--- src/rtl/scc_pkg.sv ---
// Shared slot numbering and register address map for the SCC channel sequencer.
package scc_pkg;

    typedef logic [2:0] slot_t;

    localparam int FRAME_LEN = 6;
    localparam int NUM_CH    = 5;

    localparam slot_t SLOT_A   = 3'd0;
    localparam slot_t SLOT_B   = 3'd1;
    localparam slot_t SLOT_C   = 3'd2;
    localparam slot_t SLOT_D   = 3'd3;
    localparam slot_t SLOT_E   = 3'd4;
    localparam slot_t SLOT_CPU = 3'd5;

    localparam logic [7:0] FREQ_BASE   = 8'h80;
    localparam logic [7:0] VOL_BASE    = 8'h8A;
    localparam logic [7:0] ENABLE_ADDR = 8'h8F;
    localparam logic [7:0] MODE_ADDR   = 8'hE0;

endpackage

--- src/rtl/scc_register_file.sv ---
// Channel register storage with per-slot output mux; the readback mux exists
// only when SCC_REG_READBACK_EN is defined.
module scc_register_file
    import scc_pkg::*;
(
    input  logic       clk,
    input  logic       reset,
    input  slot_t      active,
    input  logic       wr_en,
    input  logic [7:0] wr_address,
    input  logic [7:0] wr_data,
`ifdef SCC_REG_READBACK_EN
    input  logic [7:0] rd_address,
    output logic [7:0] rd_data,
`endif
    output logic [11:0] reg_frequency_count,
    output logic [3:0]  reg_volume,
    output logic        reg_enable,
    output logic        reg_wave_reset,
    output logic        reg_wave_error_en,
    output logic [4:0]  clear_counter
);

    logic [11:0] freq [NUM_CH];
    logic [3:0]  vol  [NUM_CH];
    logic [4:0]  enable;
    logic [1:0]  mode;
    logic [2:0]  wr_ch;
    logic        wr_freq;
    logic        wr_vol;

    always_comb begin
        wr_ch   = '0;
        wr_freq = wr_address >= FREQ_BASE && wr_address < FREQ_BASE + 8'd10;
        wr_vol  = wr_address >= VOL_BASE && wr_address < VOL_BASE + 8'd5;
        if (wr_freq) begin
            wr_ch = 3'((wr_address - FREQ_BASE) >> 1);
        end else if (wr_vol) begin
            wr_ch = 3'(wr_address - VOL_BASE);
        end
    end

    always_ff @(posedge clk) begin
        if (reset) begin
            for (int i = 0; i < NUM_CH; i++) begin
                freq[i] <= '0;
                vol[i]  <= '0;
            end
            enable        <= '0;
            mode          <= '0;
            clear_counter <= '0;
        end else begin
            clear_counter <= '0;
            if (wr_en) begin
                if (wr_freq) begin
                    // either byte restarts that channel's counter, in step with the ack
                    clear_counter[wr_ch] <= 1'b1;
                    if (wr_address[0]) begin
                        freq[wr_ch][11:8] <= wr_data[3:0];
                    end else begin
                        freq[wr_ch][7:0] <= wr_data;
                    end
                end else if (wr_vol) begin
                    vol[wr_ch] <= wr_data[3:0];
                end else if (wr_address == ENABLE_ADDR) begin
                    enable <= wr_data[4:0];
                end else if (wr_address == MODE_ADDR) begin
                    mode <= wr_data[1:0];
                end
            end
        end
    end

    always_comb begin
        reg_frequency_count = '0;
        reg_volume          = '0;
        reg_enable          = 1'b0;
        if (active < SLOT_CPU) begin
            reg_frequency_count = freq[active];
            reg_volume          = vol[active];
            reg_enable          = enable[active];
        end
    end

    assign reg_wave_reset    = mode[0];
    assign reg_wave_error_en = mode[1];

`ifdef SCC_REG_READBACK_EN
    logic [2:0] rd_ch;

    // unused register bits read back as 1
    always_comb begin
        rd_data = 8'hFF;
        rd_ch   = '0;
        if (rd_address >= FREQ_BASE && rd_address < FREQ_BASE + 8'd10) begin
            rd_ch = 3'((rd_address - FREQ_BASE) >> 1);
            if (rd_address[0]) begin
                rd_data = {4'hF, freq[rd_ch][11:8]};
            end else begin
                rd_data = freq[rd_ch][7:0];
            end
        end else if (rd_address >= VOL_BASE && rd_address < VOL_BASE + 8'd5) begin
            rd_ch   = 3'(rd_address - VOL_BASE);
            rd_data = {4'hF, vol[rd_ch]};
        end else if (rd_address == ENABLE_ADDR) begin
            rd_data = {3'b111, enable};
        end else if (rd_address == MODE_ADDR) begin
            rd_data = {6'h3F, mode};
        end
    end
`endif

endmodule

--- src/rtl/scc_channel_sequencer.sv ---
// Six-slot channel sequencer: five tone channels then one CPU slot sharing the wave RAM.
// Optional macro SCC_REG_READBACK_EN enables register readback.
module scc_channel_sequencer
    import scc_pkg::*;
(
    input  logic        clk,
    input  logic        reset,
    output logic [2:0]  active,
    input  logic [4:0]  wave_address,
    output logic [11:0] reg_frequency_count,
    output logic [3:0]  reg_volume,
    output logic        reg_enable,
    output logic        reg_wave_reset,
    output logic        reg_wave_error_en,
    output logic        clear_counter_a,
    output logic        clear_counter_b,
    output logic        clear_counter_c,
    output logic        clear_counter_d,
    output logic        clear_counter_e,
    input  logic        cpu_req,
    input  logic        cpu_we,
    input  logic [7:0]  cpu_address,
    input  logic [7:0]  cpu_wdata,
    output logic [7:0]  cpu_rdata,
    output logic        cpu_ack,
    output logic [6:0]  ram_address,
    output logic        ram_we,
    output logic [7:0]  ram_wdata,
    input  logic [7:0]  ram_rdata
);

    logic       grant;
    logic       vld_p1;
    logic       we_p1;
    logic       reg_p1;
    logic [7:0] reg_rdata;
    logic [4:0] clear_counter;

    // reset wins over a grant in the same cycle
    assign grant = !reset && active == SLOT_CPU && cpu_req && !vld_p1;

    always_ff @(posedge clk) begin
        if (reset) begin
            active <= SLOT_A;
            vld_p1 <= 1'b0;
        end else begin
            active <= (active == SLOT_CPU) ? SLOT_A : active + 3'd1;
            vld_p1 <= grant;
        end
    end

    // grant -> ack stage boundary
    always_ff @(posedge clk) begin
        if (grant) begin
            we_p1  <= cpu_we;
            reg_p1 <= cpu_address[7];
        end
    end

`ifdef SCC_REG_READBACK_EN
    logic [7:0] addr_p1;

    always_ff @(posedge clk) begin
        if (grant) begin
            addr_p1 <= cpu_address;
        end
    end
`else
    assign reg_rdata = 8'hFF;
`endif

    scc_register_file u_register_file (
        .clk                 (clk),
        .reset               (reset),
        .active              (active),
        .wr_en               (grant && cpu_we && cpu_address[7]),
        .wr_address          (cpu_address),
        .wr_data             (cpu_wdata),
`ifdef SCC_REG_READBACK_EN
        .rd_address          (addr_p1),
        .rd_data             (reg_rdata),
`endif
        .reg_frequency_count (reg_frequency_count),
        .reg_volume          (reg_volume),
        .reg_enable          (reg_enable),
        .reg_wave_reset      (reg_wave_reset),
        .reg_wave_error_en   (reg_wave_error_en),
        .clear_counter       (clear_counter)
    );

    assign clear_counter_a = clear_counter[0];
    assign clear_counter_b = clear_counter[1];
    assign clear_counter_c = clear_counter[2];
    assign clear_counter_d = clear_counter[3];
    assign clear_counter_e = clear_counter[4];
    assign cpu_ack         = vld_p1;

    // wave RAM answers one cycle after the grant, which is the ack cycle
    always_comb begin
        cpu_rdata = '0;
        if (vld_p1 && !we_p1) begin
            cpu_rdata = reg_p1 ? reg_rdata : ram_rdata;
        end
    end

    always_comb begin
        ram_address = '0;
        ram_we      = 1'b0;
        ram_wdata   = '0;
        case (active)
            SLOT_E: ram_address = {2'd3, wave_address};
            SLOT_CPU: begin
                if (grant && !cpu_address[7]) begin
                    ram_address = cpu_address[6:0];
                    ram_we      = cpu_we;
                    ram_wdata   = cpu_we ? cpu_wdata : 8'h00;
                end
            end
            default: ram_address = {active[1:0], wave_address};
        endcase
    end

endmodule

--- config.mk ---
export PLATFORM = sky130hd
export DESIGN_NAME = scc_channel_sequencer
export DESIGN_NICKNAME = d
export VERILOG_FILES = /design/src/rtl/scc_pkg.sv /design/src/rtl/scc_register_file.sv /design/src/rtl/scc_channel_sequencer.sv
export SDC_FILE = /design/constraint.sdc
export NUM_CORES = 1
export LEC_CHECK = 0
export BUFFER_PORTS_ARGS = -buffer_cell sky130_fd_sc_hd__buf_4
export CORE_MARGIN = 4
export CORE_UTILIZATION = 33
export DETAILED_ROUTE_END_ITERATION = 6
export MAX_ROUTING_LAYER = met4
export PLACE_DENSITY = 0.51
export SETUP_SLACK_MARGIN = 0.02
export SLEW_MARGIN = 10
export SYNTH_ARGS = -nofsm -noshare
export SYNTH_HDL_FRONTEND = slang
export SYNTH_HIERARCHICAL = 1
export SYNTH_SLANG_ARGS = --single-unit
export TNS_END_PERCENT = 100
--- constraint.sdc ---
create_clock -name clk -period 5.6 [get_ports clk]
set_input_delay 0.56 -clock clk [delete_from_list [all_inputs] [get_ports clk]]
set_output_delay 0.56 -clock clk [all_outputs]
set_load 0.03 [all_outputs]
# [Yosys cells after proc, flatten, opt, wreduce, memory -nomap -nowiden]
# Memory sizes are Yosys's and may differ from the RTL's. A register that Yosys moved wholly into a read port is not among the register bits.
# Cells that the tools add are included.
[word_totals] in_bits=33 mem_count=2 ram_bits=80 regBits=18 word_cells=91
[classes] n_eq_ne=4 reduce_logical=20 bitwise=4 muxes=43 order_cmp=8 add_sub_neg=3
[mem_list] memory="u_register_file.freq" depth=5 word_bits=12 rd=1 rd_ports_with_merged_regs=1 wr=5 line="scc_register_file.sv:24" text="logic [11:0] freq [NUM_CH];"
[mem_list] memory="u_register_file.vol" depth=5 word_bits=4 rd=1 rd_ports_with_merged_regs=1 wr=5 line="scc_register_file.sv:25" text="logic [3:0] vol [NUM_CH];"
[op_table] operator="$mux 8" n=5
[op_table] operator="$mux 12" n=2
[op_table] operator="$mux 1" n=23
[op_table] operator="$mux 3" n=6
[op_table] operator="$eq 8x8->1 const B" n=2
[op_table] operator="$ge 8x8->1 const B" n=2
[op_table] operator="$lt 8x8->1 const B" n=2
[op_table] operator="$pmux 7 s2" n=1
[op_table] operator="$reduce_or 12->1" n=1
[op_table] operator="$logic_and 1x1->1" n=10
[op_table] operator="$lt 3x4->1 const B" n=2
[op_table] operator="$mux 4" n=2
[op_table] operator="$mux 7" n=1
[op_table] operator="$eq 3x3->1 const B" n=2
[op_table] operator="$reduce_and 5->1" n=1
[op_table] operator="$logic_not 1->1" n=4
[op_table] operator="$not 1->1" n=4
[op_table] operator="$reduce_and 4->1" n=1
[op_table] operator="$reduce_or 4->1" n=1
[op_table] operator="$sub 4x1->4 const B" n=1
[op_table] operator="$add 3x1->3 const B" n=1
[op_table] operator="$bmux 1 s3" n=1
[op_table] operator="$demux 1 s3" n=1
[op_table] operator="$ge 3x1->1 const B" n=1
[op_table] operator="5 further kinds" n=5

# [Longest topological paths before layout]
# Gate-level depths: netlist of the first run.
[logic_depth] ltp_word=11 ltp_mapped=9 depth_no_buf=8

# [Cells and area by module]
# Netlist of the first run, hierarchy kept.
[modules_own_cells] module="scc_register_file" area_per_inst_um2=4465.5 cells_each=368 n_inst=1
[modules_own_cells] module="scc_channel_sequencer" area_per_inst_um2=501.7 cells_each=67 n_inst=1

# [Least setup slack after synthesis of the first run]
# Ideal clock, no wire load.
[synth_path] path_kind="input to register" startpoint="input port reset" endpoint="memory u_register_file.freq[2][10] (enable)" path_stages=7 path_slack_ns=2.707 arrival_ns=2.531 setup_ns=0.361 path_buffers=1 required_time_ns=5.239 cell_sequence="or3b_4 -> nor2_1 -> and3_1 -> nor2b_1 -> clkbuf_1 -> nand4_1 -> o21ai_0"
[synth_lines] item="start: declaration" line="scc_channel_sequencer.sv:7" text="input logic reset,"
[synth_lines] item="end: declaration" line="scc_register_file.sv:24"

==> results.toml, run 1 <==
[outcome]
outcome = "finished clean"

[timing]
fmax_mhz = 314
fin_crit_sh_pct = 56.9
setup_viol = 0
min_period_ns = 3.19
finalClockSkew_ns = 0.00646
tightest_slew_ns = 0.794
rsz0062_at_grt = "false"
layout_setup_ws_ns = 2.41
timing.setup.tns_ns = 0
slew_violations = 0
hold_viol_final = 0
relSlewSlack_pct = 47.1

[power_and_ir_drop]
cellLeakagePower_nw = 2.48
seq_power_share_pct = 45.8
clkPwrFrac_pct = 40.0
netSwitchingFraction_pct = 23.9
combPwrFrac_pct = 14.2
p_int_w = 0.00136
power_density_nw_per_um2 = 292
p_sw_w = 0.000426
peakVddDrop_mv = 0.149

[placed_design]
dp_hpwl_um = 9920
portBuffers = 84
dp_slack_ns = 2.44
place_congestion = 0.767

[yosys]
synth_top_area_cell = "edfxtp_1"
yosys_register_bits = 98
syn-num-nets = 472
ys_top_cells_by_area = "edfxtp_1 50%, mux2i_1 8.5%, dfxtp_1 6.4%, and3_1 5.0%, nor2_1 4.2%"
synth_area_um2 = 4970
syn-instance-count = 435
synth_cell_type_count = 50
synth_edf_count = 82
avgSynthCellArea_um2 = 11.4
ys_seq_area_share_pct = 56.0
synthTopCellsByCount = "82 x edfxtp_1, 56 x nor2_1, 42 x mux2i_1, 40 x and3_1, 22 x nand2_1"
yosysMostFrequentCell = "edfxtp_1"
synthArstFlopShare_pct = 0
synth_top_cell_area_share_pct = 49.6
synth_ff_type = "edfxtp_1"
ys_warn_count = 6

[clocking]
cts.path.max_buffers = 2
cts-hold-fix-buffers = 0
post_cts_resized = 0
post_cts_buffers = 0
cts_tree = "done"
htreeDepth = 3
cts.sinks = 98
cts_root_buffer = "clkbuf_16"
clk_pin_slew_worst_paths_ns = 0.07
cts_made_buffers = 9
clk_latency_ns = 0.34

[critical_path]
crit_family = "simple AND/OR/NAND/NOR gates"
worstPathMaxFanout = 40
crit_chain = "buf_4 -> ha_1 -> nand2_1 -> nor2_1 -> and3_1 -> nor2b_1 -> buf_4 -> and3_1 -> a21o_1"
critPathBufInv = 2
critical_path_class = "flop to flop"
crit_slowest_cell = "buf_4"
worst_ep_arrival_time_ns = 3.20
worstPathRequired_ns = 5.61
slowest_delay_ns = 0.46
start_kind = "flop"
end_kind = "flop"

[global_routing]
grt_max_degree = 41
grt_use_total_pct = 17.2
grt_pass1_wl_um = 21200
antenna_found_initial = 0
first_global_vias = 3761
grt-ovfl-total = 0

[drt]
num_vias = 3721
drtPass1Iterations = 4
first_iter_violations = 220
wl_um = 13700
ant_nets = 0
drc = 0
viasPerCell = 5.34
post_drt_wl_per_cell_um = 19.7

[die]
ioPinCount = 85
die_w_um = 131
die_h_um = 131
core-area_um2 = 14600
initial_core_util_pct = 33.9
dieArea_um2 = 17100
row_count = 44

[min_path]
hold_path_class = "input port to flop"

[final_layout]
drive_gt1_share_pct = 24.0
syn2layout_area_growth_pct = 22.9
nets = 545
antenna_cells = 0
fill_cells = 1411

[flow_run]
maxCapViolations = 0
==> area by class of cell <==
type	count	area, um2	share of cell area [%]
multi-input cells	304	2050	33.5
clock inverters	5	100	1.64
repair buffers	90	676	11.1
clock buffers	11	253	4.14
well taps	184	230	3.77
flip-flops and latches	98	2780	45.6
inverters	5	18.8	0.307
==> metal layers <==
| layer | up-vias | routed length [um] | track usage (%) |
|---|---|---|---|
| met4 | 0 | 184 | 4.84 |
| met2 | 128 | 6730 | 27.8 |
| li1 | 1777 | - | - |
| met5 | - | 0 | - |
| met3 | 16 | 753 | 3.54 |
| met1 | 1800 | 6040 | 22.1 |
==> registers in the layout, indices dropped and copies added, names as in the netlist <==
register                       count
reg_p1                             1
u_register_file/clear_counter      5
u_register_file/enable             5
u_register_file/mode               2
we_p1                              1
u_register_file/vol               20
u_register_file/freq              60
cpu_ack                            1
active                             3
==> cells in the final DEF, fill, tap and decap left out, drive strengths merged, types with 2 or more instances in the layout <==
master,count
nand4,8
nor2b,6
a21oi,3
dfxtp,16
nor4,9
o22ai,17
ha,4
a2bb2oi,17
clkbuf,11
nand2b,4
buf,90
mux2i,42
o21ai,5
nand3,6
and2,18
clkinv,3
o31ai,2
nand3b,2
nor2,57
a22o,5
inv,4
bufinv,3
a21o,6
or2,5
and3,40
edfxtp,82
nor3,13
nand2,22
==> final timing paths <==
path	endpoint	start	cells past startpoint	slack [ns]
setup / recovery	u_register_file/freq[1][0]	active[0]	9	2.41
hold / removal	reg_p1	cpu_address[7]	1	0.44
setup reg to reg	u_register_file/freq[1][0]	active[0]	9	2.41
hold reg to reg	u_register_file/enable[3]	u_register_file/enable[3]	2	0.47
==> power by group through the flow <==
| stage | registers, W | logic (W) | clock network, W |
|---|---|---|---|
| floorplan | 0.000834 | 0.000153 | 0 |
| global placement | 0.000834 | 0.000253 | 0 |
| detailed placement | 0.000834 | 0.000255 | 0 |
| CTS | 0.000818 | 0.000256 | 0.000738 |
| global route | 0.000820 | 0.000273 | 0.000764 |
| finish | 0.000818 | 0.000253 | 0.000714 |
==> cell families (layout without fill, tap and decap cells) <==
family	after synthesis	after routing	synth area share, %
compound gates	60	60	8.87
xor+xnor	1	1	0.176
fa+ha+maj	4	4	1.01
buf+inv	33	111	2.92
flops	98	98	56.0
mux	43	43	8.69
simple gates	196	196	22.3
==> worst reg2reg max path, delay by kind of cell, from the launching register on <==
| family | cells | cell delay (ns) |
|---|---|---|
| DFF | 1 | 0.31 |
| AOI/OAI and AO/OA | 1 | 0.38 |
| and+or+nand+nor | 5 | 1.14 |
| adders and majority gates | 1 | 0.34 |
| buffers and inverters | 2 | 0.68 |
==> stage by stage <==
stage | power (W) | instance area (um2) | hold slack, ns | std cells | utilization (%)
6_report | 0.00178 | 6110 | 0.443 | 697 | 41.7
2_1_floorplan | 0.000987 | 4970 | 0.434 | 435 | -
5_1_grt | 0.00186 | 6110 | 0.433 | 697 | 41.7
3_5_place_dp | 0.00109 | 5750 | 0.456 | 681 | 39.3
4_1_cts | 0.00181 | 6110 | 0.425 | 697 | 41.7
3_3_place_gp | 0.00109 | 5750 | 0.445 | 681 | 39.3
No activity file was read; power rests on OpenSTA's default activity.
==> inputs of run 2 (changes only) <==
==> constraint.sdc (replaced) <==
create_clock -name clk -period 3 [get_ports clk]
set_input_delay 0.3 -clock clk [delete_from_list [all_inputs] [get_ports clk]]
set_output_delay 0.3 -clock clk [all_outputs]
set_load 0.03 [all_outputs]
==> run 2 against run 1 <==
Effect of this change: critical path depth down 3; sequential power increased by 86%; final cell count rose by 1.7%; global-route usage barely moved; count of clock-buffer cells in the layout rose by 1; critical endpoint is now reg_volume[2]; largest cell class unchanged.
==> results.toml, run 2 (same netlist as run 1, synthesis figures left out) <==
[power_and_ir_drop]
peakVddDrop_mv = 0.200
power_density_nw_per_um2 = 504
cellLeakagePower_nw = 2.49
power_w = 0.00309

[critical_path]
crit_slowest_cell = "buf_4"
slowest_delay_ns = 0.47
end_kind = "output pin"
worstPathMaxFanout = 39
cpMostUsedCell = "buf_4"
critical_path_class = "flop to output pin"
rrSetupSlack_ns = 0.40
worst_ep_arrival_time_ns = 2.34
crit_chain = "buf_4 -> nor2b_1 -> buf_4 -> a2bb2oi_1 -> o22ai_1 -> buf_4"
worstPathRequired_ns = 2.70
start_kind = "flop"

[flow_run]
maxCapViolations = 0

[final_layout]
multi_input_area_um2 = 2050
syn2layout_area_growth_pct = 23.5
largest_reg_flops = 60
regArea_um2 = 2780
mostFrequentLayoutCells = "101 x buf_4, 82 x edfxtp_1, 56 x nor2_1, 42 x mux2i_1, 40 x and3_1"
fill_cells = 1409
regMostFlops = "u_register_file/freq"
final_common_cell = "buf_4"
post-route-util_pct = 41.9
reg_top3 = "u_register_file/freq x60, u_register_file/vol x20"
drive_gt1_share_pct = 25.3
nets = 557
antenna_cells = 0

[die]
ioPinCount = 85
initial_core_util_pct = 33.9
die_h_um = 131
die_w_um = 131
dieArea_um2 = 17100
core-area_um2 = 14600
row_count = 44

[clocking]
cts.sinks = 98
cts.path.max_buffers = 2
post_cts_buffers = 0
cts_made_buffers = 9
clk_pin_slew_worst_paths_ns = 0.07
cts_tree = "done"
clk_latency_ns = 0.35
htreeDepth = 3
cts-hold-fix-buffers = 0
cts_root_buffer = "clkbuf_16"
post_cts_resized = 0

[timing]
tightest_slew_ns = 0.718
hold_viol_final = 0
fin_crit_sh_pct = 87.9
fmax_mhz = 379
rsz0062_at_grt = "false"
timing.setup.tns_ns = 0
fin_hold_ws_ns = 0.178
finalClockSkew_ns = 0.0138
slew_violations = 0
setup_viol = 0
relSlewSlack_pct = 52.1
min_period_ns = 2.64

[global_routing]
grt-ovfl-total = 0
grt_use_total_pct = 17.2
first_global_vias = 3757
antenna_found_initial = 0
grt_max_degree = 40
grt_pass1_wl_um = 21300

[placed_design]
portBuffers = 84
dp_hpwl_um = 9720
place_congestion = 0.745

[drt]
wl_um = 13800
drc = 0
post_drt_wl_per_cell_um = 19.5
ant_nets = 0
first_iter_violations = 321
drtPass1Iterations = 5
num_vias = 3759
viasPerCell = 5.30

[min_path]
hold_path_class = "input port to flop"

[outcome]
outcome = "finished clean"
## run 2: cell count changes in the layout (fill, tap and decap cells not counted)
| cell | change |
|---|---|
| clkbuf_8 | -1 |
| clkinvlp_4 | +2 |
| bufinv_16 | -3 |
| clkinv_4 | +1 |
| buf_4 | +11 |
| clkinv_2 | -1 |
| buf_12 | +1 |
| clkbuf_1 | +2 |
## run 2: report_power, final
group	switching [W]	leakage, nW	internal [W]
combinational	0.000308	1.39	0.000179
sequential	0.0000127	0.973	0.00151
clock	0.000499	0.129	0.000586
total	0.000820	2.49	0.00227
## run 2: path summary, 6_finish.rpt
check	from	to	cells past startpoint
max	active[0]	reg_volume[2]	6
min	cpu_address[7]	reg_p1	1
max reg2reg	cpu_ack	u_register_file/freq[0][11]	7
min reg2reg	u_register_file/enable[4]	u_register_file/enable[4]	2
## run 2: stage by stage
stage          instance area (um2)  setup slack [ns]  instances
6_report                      6130             0.363        709
3_3_place_gp                  5860             0.385        693
2_1_floorplan                 4970             0.173        435
3_5_place_dp                  5860             0.311        693
5_1_grt                       6130             0.231        709
4_1_cts                       6130             0.341        709
## run 2: worst max-delay path, delay by kind of cell, from the launching register on
kind	cells	cell delay (ns)
buf+inv	3	0.95
compound gates	2	0.28
flops	1	0.33
simple gates	1	0.40
## run 2: layout make-up
cell class,count,area share [%]
tap,184,3.75
clock buffer,12,4.02
clock inverter,4,0.469
inverter,5,0.306
timing repair buffer,102,12.7
sequential,98,45.4
multi-input combinational,304,33.4
## run 2: per-layer routing
layer  global-route usage, %  vias to the layer above  routed length, um
li1                        -                     1793                  -
met1                    22.0                     1824               6350
met2                    27.4                      120               6570
met3                    3.25                       22                641
met4                    5.87                        0                245
met5                       -                        -                  0
==> inputs of run 3 (changes only) <==
==> constraint.sdc (replaced) <==
create_clock -name clk -period 3 [get_ports clk]
set_input_delay 0.45 -clock clk [delete_from_list [all_inputs] [get_ports clk]]
set_output_delay 0.45 -clock clk [all_outputs]
set_load 0.03 [all_outputs]
==> run 3 against run 2 <==
Effect of this change: first-iteration DRC count down 7.5%; via count up 1.0%; fmax down 3.7%; critical path type unchanged.
==> results.toml, run 3 (same netlist as run 1, synthesis figures left out) <==
[outcome]
outcome = "finished clean"

[critical_path]
crit_chain = "buf_4 -> nor2b_1 -> buf_4 -> a2bb2oi_1 -> o22ai_1 -> buf_4"
worstPathMaxFanout = 39
end_kind = "output pin"
rrSetupSlack_ns = 0.52
crit_family = "buffers and inverters"
start_kind = "flop"
rr_worst_depth = 6
worstPathRequired_ns = 2.55
slowest_delay_ns = 0.47
worst_ep_arrival_time_ns = 2.29
r2r_start = "cpu_ack"
critPathBufInv = 3
crit_cells = 6
cpMostUsedCell = "buf_4"
r2r-end = "u_register_file/freq[4][7]"
critical_path_class = "flop to output pin"
crit_slowest_cell = "buf_4"

[timing]
timing.setup.tns_ns = 0
hold_viol_final = 0
tightest_slew_ns = 0.689
relSlewSlack_pct = 54.1
setup_viol = 0
slew_violations = 0
fmax_mhz = 365
rsz0062_at_grt = "false"
finalClockSkew_ns = 0.00556
min_period_ns = 2.74
fin_crit_sh_pct = 91.3

[global_routing]
antenna_found_initial = 0
grt_max_degree = 40
grt-ovfl-total = 0
grt_pass1_wl_um = 21300
grt_use_total_pct = 17.3
first_global_vias = 3862

[placed_design]
postPlaceCellArea_um2 = 5850
dp_cells = 694
portBuffers = 84
dp_hpwl_um = 9830
place_congestion = 0.766

[drt]
drtPass1Iterations = 5
post_drt_wl_per_cell_um = 19.6
viasPerCell = 5.35
drc = 0
ant_nets = 0
first_iter_violations = 297
num_vias = 3798
wl_um = 13900

[power_and_ir_drop]
power_density_nw_per_um2 = 538
peakVddDrop_mv = 0.213
cellLeakagePower_nw = 2.53

[die]
row_count = 44
dieArea_um2 = 17100
core-area_um2 = 14600
die_w_um = 131
initial_core_util_pct = 33.9
ioPinCount = 85
die_h_um = 131

[clocking]
cts_tree = "done"
cts.sinks = 98
clk_pin_slew_worst_paths_ns = 0.07
post_cts_buffers = 0
cts-hold-fix-buffers = 0
post_cts_resized = 0
htreeDepth = 3
cts.path.max_buffers = 2
cts_made_buffers = 9
cts_root_buffer = "clkbuf_16"
clk_latency_ns = 0.34

[final_layout]
regMostFlops = "u_register_file/freq"
final_area_um2 = 6200
syn2layout_area_growth_pct = 24.7
antenna_cells = 0
final_common_cell = "buf_4"
post-route-util_pct = 42.3
stdcell_count = 710
multi_input_area_um2 = 2050
fill_cells = 1417
nets = 558
drive_gt1_share_pct = 25.5
regArea_um2 = 2780
reg_top3 = "u_register_file/freq x60, u_register_file/vol x20"
largest_reg_flops = 60
mostFrequentLayoutCells = "103 x buf_4, 82 x edfxtp_1, 56 x nor2_1, 42 x mux2i_1, 40 x and3_1"

[min_path]
whs_endpoint = "reg_p1"
hold_start = "cpu_address[7]"
holdPathStages = 1
hold_path_class = "input port to flop"

[flow_run]
maxCapViolations = 0
run 3: worst max-delay path by stage:
stage / from / end / slack, ns
floorplan: active[0] / u_register_file/freq[2][10] / 0.17
global placement: reset / u_register_file/freq[4][6] / 0.32
detailed placement: reset / u_register_file/freq[4][6] / 0.28
CTS: active[0] / reg_frequency_count[10] / 0.19
global route: active[0] / reg_frequency_count[10] / 0.04
finish: active[0] / reg_frequency_count[10] / 0.26
run 3: report_power, final:
| group | switching [W] | internal (W) |
|---|---|---|
| registers | 0.0000135 | 0.00151 |
| logic | 0.000309 | 0.000180 |
| clock network | 0.000489 | 0.000835 |
run 3: worst reg2reg max path, delay by kind of cell, from the launching register on:
family / cells / cell delay, ns
flops: 1 / 0.34
simple gates: 6 / 1.81
run 3: routing by layer:
metal	vias up	part of all wire, %	wire [um]	GRT usage (%)
li1	1800	-	-	-
met1	1844	45	6280	22.0
met2	139	48	6700	27.6
met3	15	5.0	691	3.90
met4	0	1.6	223	5.38
met5	-	0	0	-
run 3: layout make-up:
| type | count | share of cell area, % |
|---|---|---|
| well taps | 184 | 3.72 |
| repair buffers | 103 | 12.5 |
| clock inverters | 5 | 1.64 |
| multi-input cells | 304 | 33.0 |
| flip-flops and latches | 98 | 44.9 |
| clock buffers | 11 | 3.92 |
| inverters | 5 | 0.303 |
run 3: stage by stage:
step           power (W)  hold WS, ns  setup WS, ns
2_1_floorplan    0.00184        0.434         0.173
5_1_grt          0.00347        0.319        0.0365
4_1_cts          0.00337        0.322         0.185
3_3_place_gp     0.00204        0.442         0.325
3_5_place_dp     0.00205        0.448         0.280
6_report         0.00333        0.341         0.262
